`src/rtl/mux_n_pipe.sv`:
```
// N-input operand selector with a registered two-entry skid output stage (valid/ready).
// Define MUX_N_PIPE_PARITY_EN to add an even-parity bit (parity_o) carried with each word.
module mux_n_pipe #(
  parameter int WIDTH  = 32,
  parameter int NUM_IN = 3,
  parameter int SEL_W  = 2
) (
  input  logic                    clk_i,
  input  logic                    rst_i,
  input  logic [NUM_IN*WIDTH-1:0] data_i,
  input  logic [SEL_W-1:0]        select_i,
  input  logic                    in_valid_i,
  output logic                    in_ready_o,
  input  logic                    flush_i,
  output logic                    out_valid_o,
  input  logic                    out_ready_i,
  output logic [WIDTH-1:0]        data_o,
  output logic [SEL_W-1:0]        sel_o,
  output logic [1:0]              count_o
`ifdef MUX_N_PIPE_PARITY_EN
  ,
  output logic                    parity_o
`endif
);

  typedef enum logic [1:0] {
    ST_EMPTY = 2'd0,
    ST_ONE   = 2'd1,
    ST_FULL  = 2'd2
  } state_t;

  state_t state_reg, state_next;
  logic   in_ready_reg;
  logic   accept, pop;
  logic   load_main, load_skid, move_skid;

  logic [WIDTH-1:0] in_words [NUM_IN];
  logic [SEL_W-1:0] eff_sel;
  logic [WIDTH-1:0] new_word;

  logic [WIDTH-1:0] main_data_reg, skid_data_reg;
  logic [SEL_W-1:0] main_sel_reg,  skid_sel_reg;

  generate
    for (genvar gi = 0; gi < NUM_IN; gi++) begin : g_split
      assign in_words[gi] = data_i[gi*WIDTH +: WIDTH];
    end
  endgenerate

  // Out-of-range selects clamp to the highest input rather than reading zero.
  always_comb begin
    eff_sel = select_i;
    if (32'(select_i) >= NUM_IN)
      eff_sel = SEL_W'(NUM_IN - 1);
  end

  always_comb begin
    new_word = '0;
    for (int k = 0; k < NUM_IN; k++) begin
      if (eff_sel == SEL_W'(k))
        new_word = in_words[k];
    end
  end

  assign accept = in_valid_i & in_ready_reg;
  assign pop    = out_valid_o & out_ready_i;

  // State register; in_ready is registered from the next state so it has no path from out_ready_i.
  always_ff @(posedge clk_i or negedge rst_i) begin
    if (!rst_i) begin
      state_reg    <= ST_EMPTY;
      in_ready_reg <= 1'b0;
    end else begin
      state_reg    <= state_next;
      in_ready_reg <= (state_next != ST_FULL);
    end
  end

  // Next-state and datapath control; flush overrides any accept or pop in the same cycle.
  always_comb begin
    state_next = state_reg;
    load_main  = 1'b0;
    load_skid  = 1'b0;
    move_skid  = 1'b0;
    if (flush_i) begin
      state_next = ST_EMPTY;
    end else begin
      case (state_reg)
        ST_EMPTY: begin
          if (accept) begin
            state_next = ST_ONE;
            load_main  = 1'b1;
          end
        end
        ST_ONE: begin
          if (accept && pop) begin
            load_main = 1'b1;
          end else if (accept) begin
            state_next = ST_FULL;
            load_skid  = 1'b1;
          end else if (pop) begin
            state_next = ST_EMPTY;
          end
        end
        ST_FULL: begin
          if (pop) begin
            state_next = ST_ONE;
            move_skid  = 1'b1;
          end
        end
        default: state_next = ST_EMPTY;
      endcase
    end
  end

  always_comb begin
    out_valid_o = (state_reg != ST_EMPTY);
    in_ready_o  = in_ready_reg;
    case (state_reg)
      ST_ONE:  count_o = 2'd1;
      ST_FULL: count_o = 2'd2;
      default: count_o = 2'd0;
    endcase
  end

  always_ff @(posedge clk_i or negedge rst_i) begin
    if (!rst_i) begin
      main_data_reg <= '0;
      main_sel_reg  <= '0;
      skid_data_reg <= '0;
      skid_sel_reg  <= '0;
    end else begin
      if (load_main) begin
        main_data_reg <= new_word;
        main_sel_reg  <= eff_sel;
      end else if (move_skid) begin
        main_data_reg <= skid_data_reg;
        main_sel_reg  <= skid_sel_reg;
      end
      if (load_skid) begin
        skid_data_reg <= new_word;
        skid_sel_reg  <= eff_sel;
      end
    end
  end

  assign data_o = main_data_reg;
  assign sel_o  = main_sel_reg;

`ifdef MUX_N_PIPE_PARITY_EN
  logic main_par_reg, skid_par_reg;

  always_ff @(posedge clk_i or negedge rst_i) begin
    if (!rst_i) begin
      main_par_reg <= 1'b0;
      skid_par_reg <= 1'b0;
    end else begin
      if (load_main)
        main_par_reg <= ^new_word;
      else if (move_skid)
        main_par_reg <= skid_par_reg;
      if (load_skid)
        skid_par_reg <= ^new_word;
    end
  end

  assign parity_o = main_par_reg;
`endif

endmodule

```
`config.mk`:
```
export PLATFORM = sky130hd
export DESIGN_NAME = mux_n_pipe
export DESIGN_NICKNAME = d
export VERILOG_FILES = /design/src/rtl/mux_n_pipe.sv
export SDC_FILE = /design/constraint.sdc
export NUM_CORES = 1
export LEC_CHECK = 0
export BUFFER_PORTS_ARGS = -buffer_cell sky130_fd_sc_hd__buf_2
export CORE_AREA = 10 10 105 88
export DETAILED_ROUTE_END_ITERATION = 10
export DIE_AREA = 0 0 115 98
export PLACE_DENSITY_LB_ADDON = 0.12
export SLEW_MARGIN = 10
export SYNTH_ARGS = -nofsm -noshare
export SYNTH_HDL_FRONTEND = slang
export SYNTH_SLANG_ARGS = --single-unit
```
`constraint.sdc`:
```
create_clock -name clk_i -period 2.7 [get_ports clk_i]
set_clock_uncertainty 0.15 [all_clocks]
set_input_delay 0.405 -clock clk_i [delete_from_list [all_inputs] [get_ports clk_i]]
set_output_delay 0.405 -clock clk_i [all_outputs]
set_load 0.005 [all_outputs]
```
==> impl_metrics.tcl, run 1 <==
set metrics [dict create \
    grt_max_degree 51 \
    cp_cell_sequence "nand3b_4 -> nor2_8 -> buf_4 -> mux2i_1 -> mux2i_1" \
    cp.arrival_ns 2.04 \
    synth.cell_area_mm2 0.00368 \
    status "finished clean" \
    place.gp.congestion 0.779 \
    rsz0062_at_grt "no" \
    r2r-start "state_reg[0]$_DFF_PN0_" \
    setup_violations 0 \
    clockBufferDepth 2 \
    portBuffers 140 \
    cp_top_family "simple AND/OR/NAND/NOR gates" \
    antenna_left 0 \
    die_h_um 98 \
    powerDensity_mw_per_mm2 664 \
    ys_seq_elements 71 \
    cp-endpoint "data_o[15]$_DFFE_PN0P_" \
    antenna_cells 0 \
    antenna_found_initial 0 \
    fin_crit_sh 0.729 \
    vias 2996 \
    worst_pin_slew_ns 0.666 \
    switching_power_mw 0.840 \
    nets 585 \
    fin_crit_ns 1.97 \
    critPathMaxStageDelay_ns 0.46 \
    avgViaCountPerCell 5.19 \
    clkSinkCount 71 \
    cp-end-kind "flip-flop" \
    cts_htree_levels 3 \
    critPathMaxFanout 24 \
    die_x_um 115 \
    rows 28 \
    r2r_cells 5 \
    yosysUniqueCellTypes 33 \
    peakVddDrop_mv 0.316 \
    power_frac_comb 0.220 \
    ctsRootBufferMaster "clkbuf_8" \
    hpwlAfterDp_mm 7.30 \
    worstPathBufferInverterCount 1 \
    areaGrowthSynthToFinish_pct 26.4 \
    cp_common_cell "mux2i_1" \
    syn_inst 345 \
    reg2reg_to "data_o[15]$_DFFE_PN0P_" \
    ios 141 \
    drive_gt1_frac 0.357 \
    crit_slowest_cell "nor2_8" \
    maxCapViolations 0 \
    finalWirelength_mm 9.64 \
    synth_nets 448 \
    max_slew_margin 0.556 \
    place_area_mm2 0.00441 \
    pwr-share-clk 0.305 \
    setup_tns_ns 0 \
    ff2ff_setup_slack_ns 0.73 \
    setup.worst_path.start_class "flip-flop" \
    drc 0 \
    yosysSeqAreaShare 0.483 \
    first_iter_violations 156 \
    grt_pass1_vias 3122 \
    crit_required_ns 2.77 \
    wire_per_inst_um 16.7 \
    avgSynthCellArea_um2 10.7 \
    switching_share 0.272 \
    coreArea_mm2 0.00722 \
    intPower_mw 2.24 \
    fmax_ghz 0.508 \
    path_class "flip-flop to flip-flop" \
    finalMaxSlewViolations 0 \
    path_depth 5 \
    fill_cells 607 \
    initial_core_util 0.510 \
    dieArea_mm2 0.0113 \
    numCtsBuffers 9 \
    grt_usage 0.168 \
    yosys_warnings 0 \
    leakagePower_nw 2.46 \
    clkLatencyLatePin_ns 0.35 \
    clk_pin_slew_ns 0.07 \
    grt-ovfl-total 0 \
    hold_viol_final 0 \
    hold_path.class "input port to flip-flop" \
    seqPwrFrac 0.475 \
    grt_pass1_wl_mm 15.4 \
    cts_tree "done" \
    final_area_mm2 0.00465 \
    crit_start "state_reg[0]$_DFF_PN0_" \
    detail_route.first_pass.iterations 4 \
]
## stage by stage
stage	power, mW	utilization	setup slack (ns)	std cells	hold WS (ns)
floorplan	1.84	-	1.09	345	-0.0406
CTS	3.13	0.644	0.713	577	0.152
detailed placement	2.17	0.612	0.637	560	0.318
finish	3.09	0.644	0.731	577	0.164
global placement	2.14	0.612	0.701	560	0.311
global route	3.28	0.644	0.592	577	0.154
## placed cells by master, fill, tap and decap left out, types with 2 or more instances in the layout
cell | Yosys | final
inv_1 | 3 | 3
bufinv_16 | 0 | 2
a211oi_1 | 2 | 2
mux2_4 | 2 | 2
buf_4 | 4 | 7
a221o_1 | 7 | 7
and2_1 | 5 | 5
o21ai_0 | 33 | 33
buf_2 | 8 | 140
nor2b_1 | 4 | 4
dfrtp_1 | 71 | 71
mux2_2 | 3 | 3
nor3_1 | 3 | 3
mux2i_1 | 81 | 81
buf_12 | 0 | 2
a21oi_1 | 27 | 27
clkbuf_1 | 1 | 2
nand2_1 | 36 | 36
nor2_1 | 30 | 30
clkbuf_8 | 0 | 11
o31ai_1 | 2 | 2
## power by group through the flow
stage	combinational, mW	sequential [mW]	clock, mW
3_3_place_gp	0.667	1.47	0
3_5_place_dp	0.693	1.48	0
5_1_grt	0.772	1.49	1.01
2_1_floorplan	0.376	1.47	0
6_report	0.679	1.46	0.942
4_1_cts	0.696	1.46	0.966
## synthesized netlist by cell type
cell	count	area, um^2
and4b_1	1	10.0
o21a_1	1	7.51
a211oi_1	2	15.0
buf_1	3	11.3
nand2b_1	1	6.26
buf_2	8	40.0
nand3b_4	1	20.0
and2_1	5	31.3
inv_1	3	11.3
clkbuf_2	1	5.00
nor2b_1	4	25.0
o21ai_0	33	165
nand4_1	1	6.26
a21oi_1	27	135
mux2_4	2	30.0
mux2i_1	81	811
and3b_1	1	8.76
o31ai_1	2	15.0
nor3_1	3	15.0
a221o_1	7	70.1
or2_2	1	6.26
buf_6	7	78.8
nand2_2	1	6.26
xnor2_1	1	8.76
dfrtp_1	71	1780
nor2_1	30	113
nor2_8	1	20.0
a221oi_2	1	15.0
clkbuf_1	1	3.75
buf_4	4	30.0
nand2_1	36	135
mux2_2	3	33.8
nor2_4	1	11.3
## worst register-to-register path, delay by kind of cell (launching register included)
kind,cells,cell delay [ns]
buf+inv,1,0.30
mux,2,0.30
flops,1,0.43
simple gates,2,0.67
## worst min-delay path by stage
stage,start,to,cells after the start
after floorplan,rst_i,data_o[0]$_DFFE_PN0P_,0
after global placement,skid_data_reg[31]$_DFFE_PN0P_,skid_data_reg[31]$_DFFE_PN0P_,2
after detailed placement,rst_i,state_reg[0]$_DFF_PN0_,1
after CTS,flush_i,state_reg[0]$_DFF_PN0_,2
after global routing,flush_i,state_reg[0]$_DFF_PN0_,2
final,flush_i,state_reg[0]$_DFF_PN0_,2
## logic make-up after synthesis
group,count (synthesis),share of synthesized area
xor gates and xnor gates,1,0.00238
muxes,86,0.238
buffers and inverters,27,0.0490
and+or+nand+nor,87,0.113
DFF,71,0.483
AOI/OAI and AO/OA,73,0.115
## repair_timing
item / 4_1_cts / 5_1_grt
hold endpoints to repair: 27 / 0
hold buffers: 1 / 0
setup buffers: 0 / 0
resized for setup: 0 / 0
## cell type report
cell class                      count  area [um^2]  share of cell area
Timing Repair Buffer              150          803               0.173
Multi-Input combinational cell    247         1720               0.370
Clock buffer                       13          159              0.0342
Sequential cell                    71         1780               0.382
Tap cell                           90          113              0.0242
Clock inverter                      3         65.1              0.0140
Inverter                            3         11.3             0.00242
## layer usage
layer  routed length [um]  GRT usage
met4                   92     0.0485
met5                    0          0
met3                  814     0.0709
met1                 4200      0.202
met2                 4530      0.267
Note: power is estimated with default switching activity, not from simulation.
==> run 2, diff against run 1 <==
--- a/config.mk
+++ b/config.mk
@@ -6,9 +6,9 @@
 export NUM_CORES = 1
 export LEC_CHECK = 0
 export BUFFER_PORTS_ARGS = -buffer_cell sky130_fd_sc_hd__buf_2
-export CORE_AREA = 10 10 105 88
+export CORE_AREA = 10 10 114 95
 export DETAILED_ROUTE_END_ITERATION = 10
-export DIE_AREA = 0 0 115 98
+export DIE_AREA = 0 0 124 105
 export PLACE_DENSITY_LB_ADDON = 0.12
 export SLEW_MARGIN = 10
 export SYNTH_ARGS = -nofsm -noshare
==> constraint.sdc (replaced) <==
create_clock -name clk_i -period 1.62 [get_ports clk_i]
set_clock_uncertainty 0.15 [all_clocks]
set_input_delay 0.243 -clock clk_i [delete_from_list [all_inputs] [get_ports clk_i]]
set_output_delay 0.243 -clock clk_i [all_outputs]
set_load 0.005 [all_outputs]
==> impl_metrics.tcl, run 2 (synthesized netlist as in run 1, its figures left out) <==
set metrics [dict create \
    status "finished clean" \
    setup.worst_path.start_class "flip-flop" \
    fin_ws_ns 0.0129 \
    setup_violations 0 \
    min_from "data_i[95]" \
    path_class "flip-flop to output pin" \
    hold_path_depth 3 \
    grt-ovfl-total 0 \
    finalMaxSlewViolations 0 \
    grt_pass1_wl_mm 16.1 \
    worst_pin_slew_ns 0.341 \
    clkSinkCount 71 \
    rows 30 \
    clockBufferDepth 2 \
    antenna_left 0 \
    cp-end-kind "output pin" \
    grt_max_degree 43 \
    hold_viol_final 0 \
    dieArea_mm2 0.0130 \
    antenna_cells 0 \
    wire_per_inst_um 15.9 \
    r2r-start "state_reg[0]$_DFF_PN0_" \
    place.gp.congestion 0.816 \
    crit_slowest_cell "dfrtp_1" \
    layout_common_cells "buf_2, mux2i_1, dfrtp_1" \
    pwr-share-clk 0.288 \
    cts_htree_levels 3 \
    antenna_found_initial 0 \
    cp_cell_sequence "buf_6 -> or2_4 -> buf_6" \
    hpwlAfterDp_mm 7.84 \
    intPower_mw 3.68 \
    finalPower_mw 5.10 \
    initial_core_util 0.435 \
    vias 3036 \
    numCtsBuffers 9 \
    fin_crit_ns 1.61 \
    hold_end "data_o[31]$_DFFE_PN0P_" \
    clkLatencyLatePin_ns 0.34 \
    fin_crit_sh 0.992 \
    ctsRootBufferMaster "clkbuf_8" \
    seqPwrFrac 0.479 \
    fmax_ghz 0.622 \
    max_slew_margin 0.773 \
    r2r_cells 5 \
    first_iter_violations 157 \
    grt_pass1_vias 3295 \
    finalWirelength_mm 9.90 \
    maxCapViolations 0 \
    nets 607 \
    fill_cells 764 \
    powerDensity_mw_per_mm2 1040 \
    coreArea_mm2 0.00845 \
    ios 141 \
    critPathMaxFanout 5 \
    switching_share 0.277 \
    peakVddDrop_mv 0.447 \
    detail_route.first_pass.iterations 4 \
    dp_slack_ns -0.00573 \
    cp.arrival_ns 1.21 \
    cp_common_cell "buf_6" \
    worstPathBufferInverterCount 2 \
    clk_pin_slew_ns 0.07 \
    setup_tns_ns 0 \
    areaGrowthSynthToFinish_pct 33.9 \
    critPathMaxStageDelay_ns 0.41 \
    crit_required_ns 1.23 \
    die_h_um 105 \
    avgViaCountPerCell 4.89 \
    power_frac_comb 0.232 \
    portBuffers 140 \
    hold_path.class "input port to flip-flop" \
    reg2reg_to "data_o[2]$_DFFE_PN0P_" \
    die_x_um 124 \
    final_common_cell "buf_2" \
    rsz0062_at_grt "yes" \
    switching_power_mw 1.41 \
    drive_gt1_frac 0.391 \
    cp_top_family "flip-flops" \
    grt_usage 0.153 \
    ff2ff_setup_slack_ns 0.02 \
    leakagePower_nw 2.59 \
    cts_tree "done" \
    drc 0 \
]
==> run 2: cell count changes in the layout (fill, tap and decap cells not counted), moves of 2 or more <==
| cell | previous run | this run |
|---|---|---|
| mux2i_2 | 0 | 2 |
| mux2i_1 | 81 | 79 |
| buf_12 | 2 | 6 |
| buf_2 | 140 | 138 |
| buf_4 | 7 | 21 |
| buf_6 | 0 | 4 |
==> run 2: routing by layer <==
| metal | track usage | part of all wire | wire length (um) |
|---|---|---|---|
| met5 | 0 | 0 | 0 |
| met4 | 0.0361 | 0.012 | 114 |
| met3 | 0.0554 | 0.071 | 700 |
| met2 | 0.239 | 0.47 | 4660 |
| met1 | 0.195 | 0.45 | 4430 |
==> run 2: worst max path at each step <==
| stage | from | end | slack (ns) | cells after the start |
|---|---|---|---|---|
| floorplan | state_reg[1]$_DFF_PN0_ | skid_data_reg[16]$_DFFE_PN0P_ | 0.09 | 4 |
| global placement | state_reg[0]$_DFF_PN0_ | data_o[20]$_DFFE_PN0P_ | 0.03 | 4 |
| detailed placement | out_ready_i | data_o[7]$_DFFE_PN0P_ | -0.006 | 5 |
| CTS | state_reg[1]$_DFF_PN0_ | out_valid_o | -0.004 | 3 |
| global route | state_reg[1]$_DFF_PN0_ | out_valid_o | -0.04 | 3 |
| finish | state_reg[1]$_DFF_PN0_ | out_valid_o | 0.01 | 3 |
==> run 2: layout make-up <==
| type | instances | area, um^2 | share of cell area |
|---|---|---|---|
| sequential | 71 | 1780 | 0.361 |
| multi-input combinational | 247 | 1740 | 0.353 |
| timing repair buffer | 172 | 1050 | 0.213 |
| clock buffer | 14 | 173 | 0.0351 |
| tap | 112 | 140 | 0.0285 |
| clock inverter | 2 | 37.5 | 0.00762 |
| inverter | 3 | 11.3 | 0.00229 |
==> run 2: tightest hold or removal path, delay by kind of cell <==
kind | cells | cell delay, ns
mux | 1 | 0.11
buf+inv | 1 | 0.08
compound gates | 1 | 0.06
==> run 2: metrics by stage <==
step	cell area [um^2]	util	cells	hold WS, ns
after detailed placement	4630	0.548	600	-0.0911
after CTS	4880	0.577	619	0.00586
after global routing	4920	0.583	621	0.0459
after floorplan	3680	-	345	-0.203
final	4920	0.583	621	0.0537
after global placement	4630	0.548	600	-0.0920
==> run 2: timing repair <==
action | CTS | global route
gates resized for setup | 3 | 9
setup endpoints to repair | 13 | 54
pin swaps | 2 | 1
endpoints found under the hold margin | 71 | 1
setup buffers | 2 | 1
hold buffers | 1 | 1
==> run 2: power by group through the flow <==
| stage | registers (mW) | clock network [mW] | logic, mW |
|---|---|---|---|
| floorplan | 2.44 | 0 | 0.626 |
| global placement | 2.46 | 0 | 1.16 |
| detailed placement | 2.47 | 0 | 1.19 |
| CTS | 2.44 | 1.52 | 1.21 |
| global route | 2.50 | 1.60 | 1.36 |
| finish | 2.44 | 1.47 | 1.18 |
==> run 3, diff against run 2 <==
--- a/config.mk
+++ b/config.mk
@@ -9,7 +9,7 @@
 export CORE_AREA = 10 10 114 95
 export DETAILED_ROUTE_END_ITERATION = 10
 export DIE_AREA = 0 0 124 105
-export PLACE_DENSITY_LB_ADDON = 0.12
+export PLACE_DENSITY_LB_ADDON = 0.15
 export SLEW_MARGIN = 10
 export SYNTH_ARGS = -nofsm -noshare
 export SYNTH_HDL_FRONTEND = slang
==> impl_metrics.tcl, run 3 (synthesized netlist as in run 1, its figures left out) <==
set metrics [dict create \
    status "finished clean" \
    ios 141 \
    cts_tree "done" \
    ctsRootBufferMaster "clkbuf_8" \
    initial_core_util 0.435 \
    clkSinkCount 71 \
    place_area_mm2 0.00463 \
    nets 602 \
    finalMaxSlewViolations 0 \
    wire_per_inst_um 16.1 \
    finalWirelength_mm 9.90 \
    worst_pin_slew_ns 0.352 \
    max_slew_margin 0.764 \
    critPathMaxFanout 6 \
    first_iter_violations 149 \
    layout_common_cells "buf_2, mux2i_1, dfrtp_1" \
    grt_max_degree 35 \
    finalPower_mw 4.97 \
    crit_start "state_reg[1]$_DFF_PN0_" \
    die_x_um 124 \
    fmax_ghz 0.624 \
    grt_pass1_wl_mm 16.2 \
    r2r-start "state_reg[0]$_DFF_PN0_" \
    rsz0062_at_grt "yes" \
    fin_crit_ns 1.60 \
    clk_pin_slew_ns 0.07 \
    fill_cells 790 \
    grt_usage 0.154 \
    grt_pass1_vias 3337 \
    setup_violations 0 \
    setup.worst_path.start_class "flip-flop" \
    critPathMaxStageDelay_ns 0.44 \
    vias 3012 \
    path_class "flip-flop to output pin" \
    grt-ovfl-total 0 \
    clkLatencyLatePin_ns 0.33 \
    final_area_mm2 0.00488 \
    min_from "flush_i" \
    rows 30 \
    powerDensity_mw_per_mm2 1020 \
    crit_required_ns 1.23 \
    antenna_left 0 \
    hold_path.class "input port to flip-flop" \
    detail_route.first_pass.iterations 4 \
    crit_slowest_cell "dfrtp_2" \
    antenna_cells 0 \
    portBuffers 140 \
    hold_viol_final 0 \
    cp.arrival_ns 1.21 \
    fin_ws_ns 0.0183 \
    maxCapViolations 0 \
    cts_htree_levels 3 \
    antenna_found_initial 0 \
    coreArea_mm2 0.00845 \
    place.gp.congestion 0.849 \
    numCtsBuffers 9 \
    leakagePower_nw 2.57 \
    final_common_cell "buf_2" \
    cp-end-kind "output pin" \
    hpwlAfterDp_mm 7.90 \
    avgViaCountPerCell 4.89 \
    fin_crit_sh 0.989 \
    utilization 0.578 \
    die_h_um 105 \
    drive_gt1_frac 0.389 \
    areaGrowthSynthToFinish_pct 32.8 \
    cp_cell_sequence "or2_2 -> buf_2" \
    clockBufferDepth 2 \
    peakVddDrop_mv 0.417 \
    dieArea_mm2 0.0130 \
    drc 0 \
    dp_slack_ns -0.0590 \
]
## run 3: stage by stage
step                      setup TNS [ns]  hold WS [ns]  cells
after floorplan                        0        -0.203    345
after global placement                 0        0.0181    597
after detailed placement          -0.780        0.0210    597
after CTS                              0        0.0134    615
after global routing              -0.295       0.00253    616
final                                  0        0.0333    616
## run 3: worst paths after layout
path	endpoint	slack, ns	cells past startpoint
max	out_valid_o	0.02	2
min	state_reg[0]$_DFF_PN0_	0.03	2
max reg2reg	data_o[13]$_DFFE_PN0P_	0.06	5
min reg2reg	skid_data_reg[15]$_DFFE_PN0P_	0.33	2
max in group asynchronous	state_reg[1]$_DFF_PN0_	0.66	3
min in group asynchronous	data_o[5]$_DFFE_PN0P_	0.20	2
## run 3: metal layers
layer	vias up	wire (um)	global-route usage
li1	1527	-	-
met1	1405	4160	0.181
met2	78	4940	0.255
met3	2	753	0.0640
met4	0	38	0.0320
met5	-	0	0
## run 3: power breakdown
group	internal, mW	switching (mW)
clock network	0.706	0.641
registers	2.21	0.230
logic	0.631	0.557
total	3.54	1.43
## run 3: what timing repair did
item	CTS	global route
hold buffers	1	0
endpoints found under the hold margin	71	0
endpoints found under the setup margin	19	57
pin swaps	0	1
setup buffers	1	1
gates resized for setup	2	13
## run 3: worst max-delay path, delay by kind of cell (launching register included)
family / cells / cell delay [ns]
simple gates: 1 / 0.30
flops: 1 / 0.44
buf+inv: 1 / 0.13
## run 3: cell type report
class	count	area (um^2)	area share
sequential	71	1780	0.364
multi-input combinational	247	1730	0.355
timing repair buffer	167	1030	0.211
tap	112	140	0.0287
clock buffer	10	128	0.0261
clock inverter	6	61.3	0.0126
inverter	3	11.3	0.00231
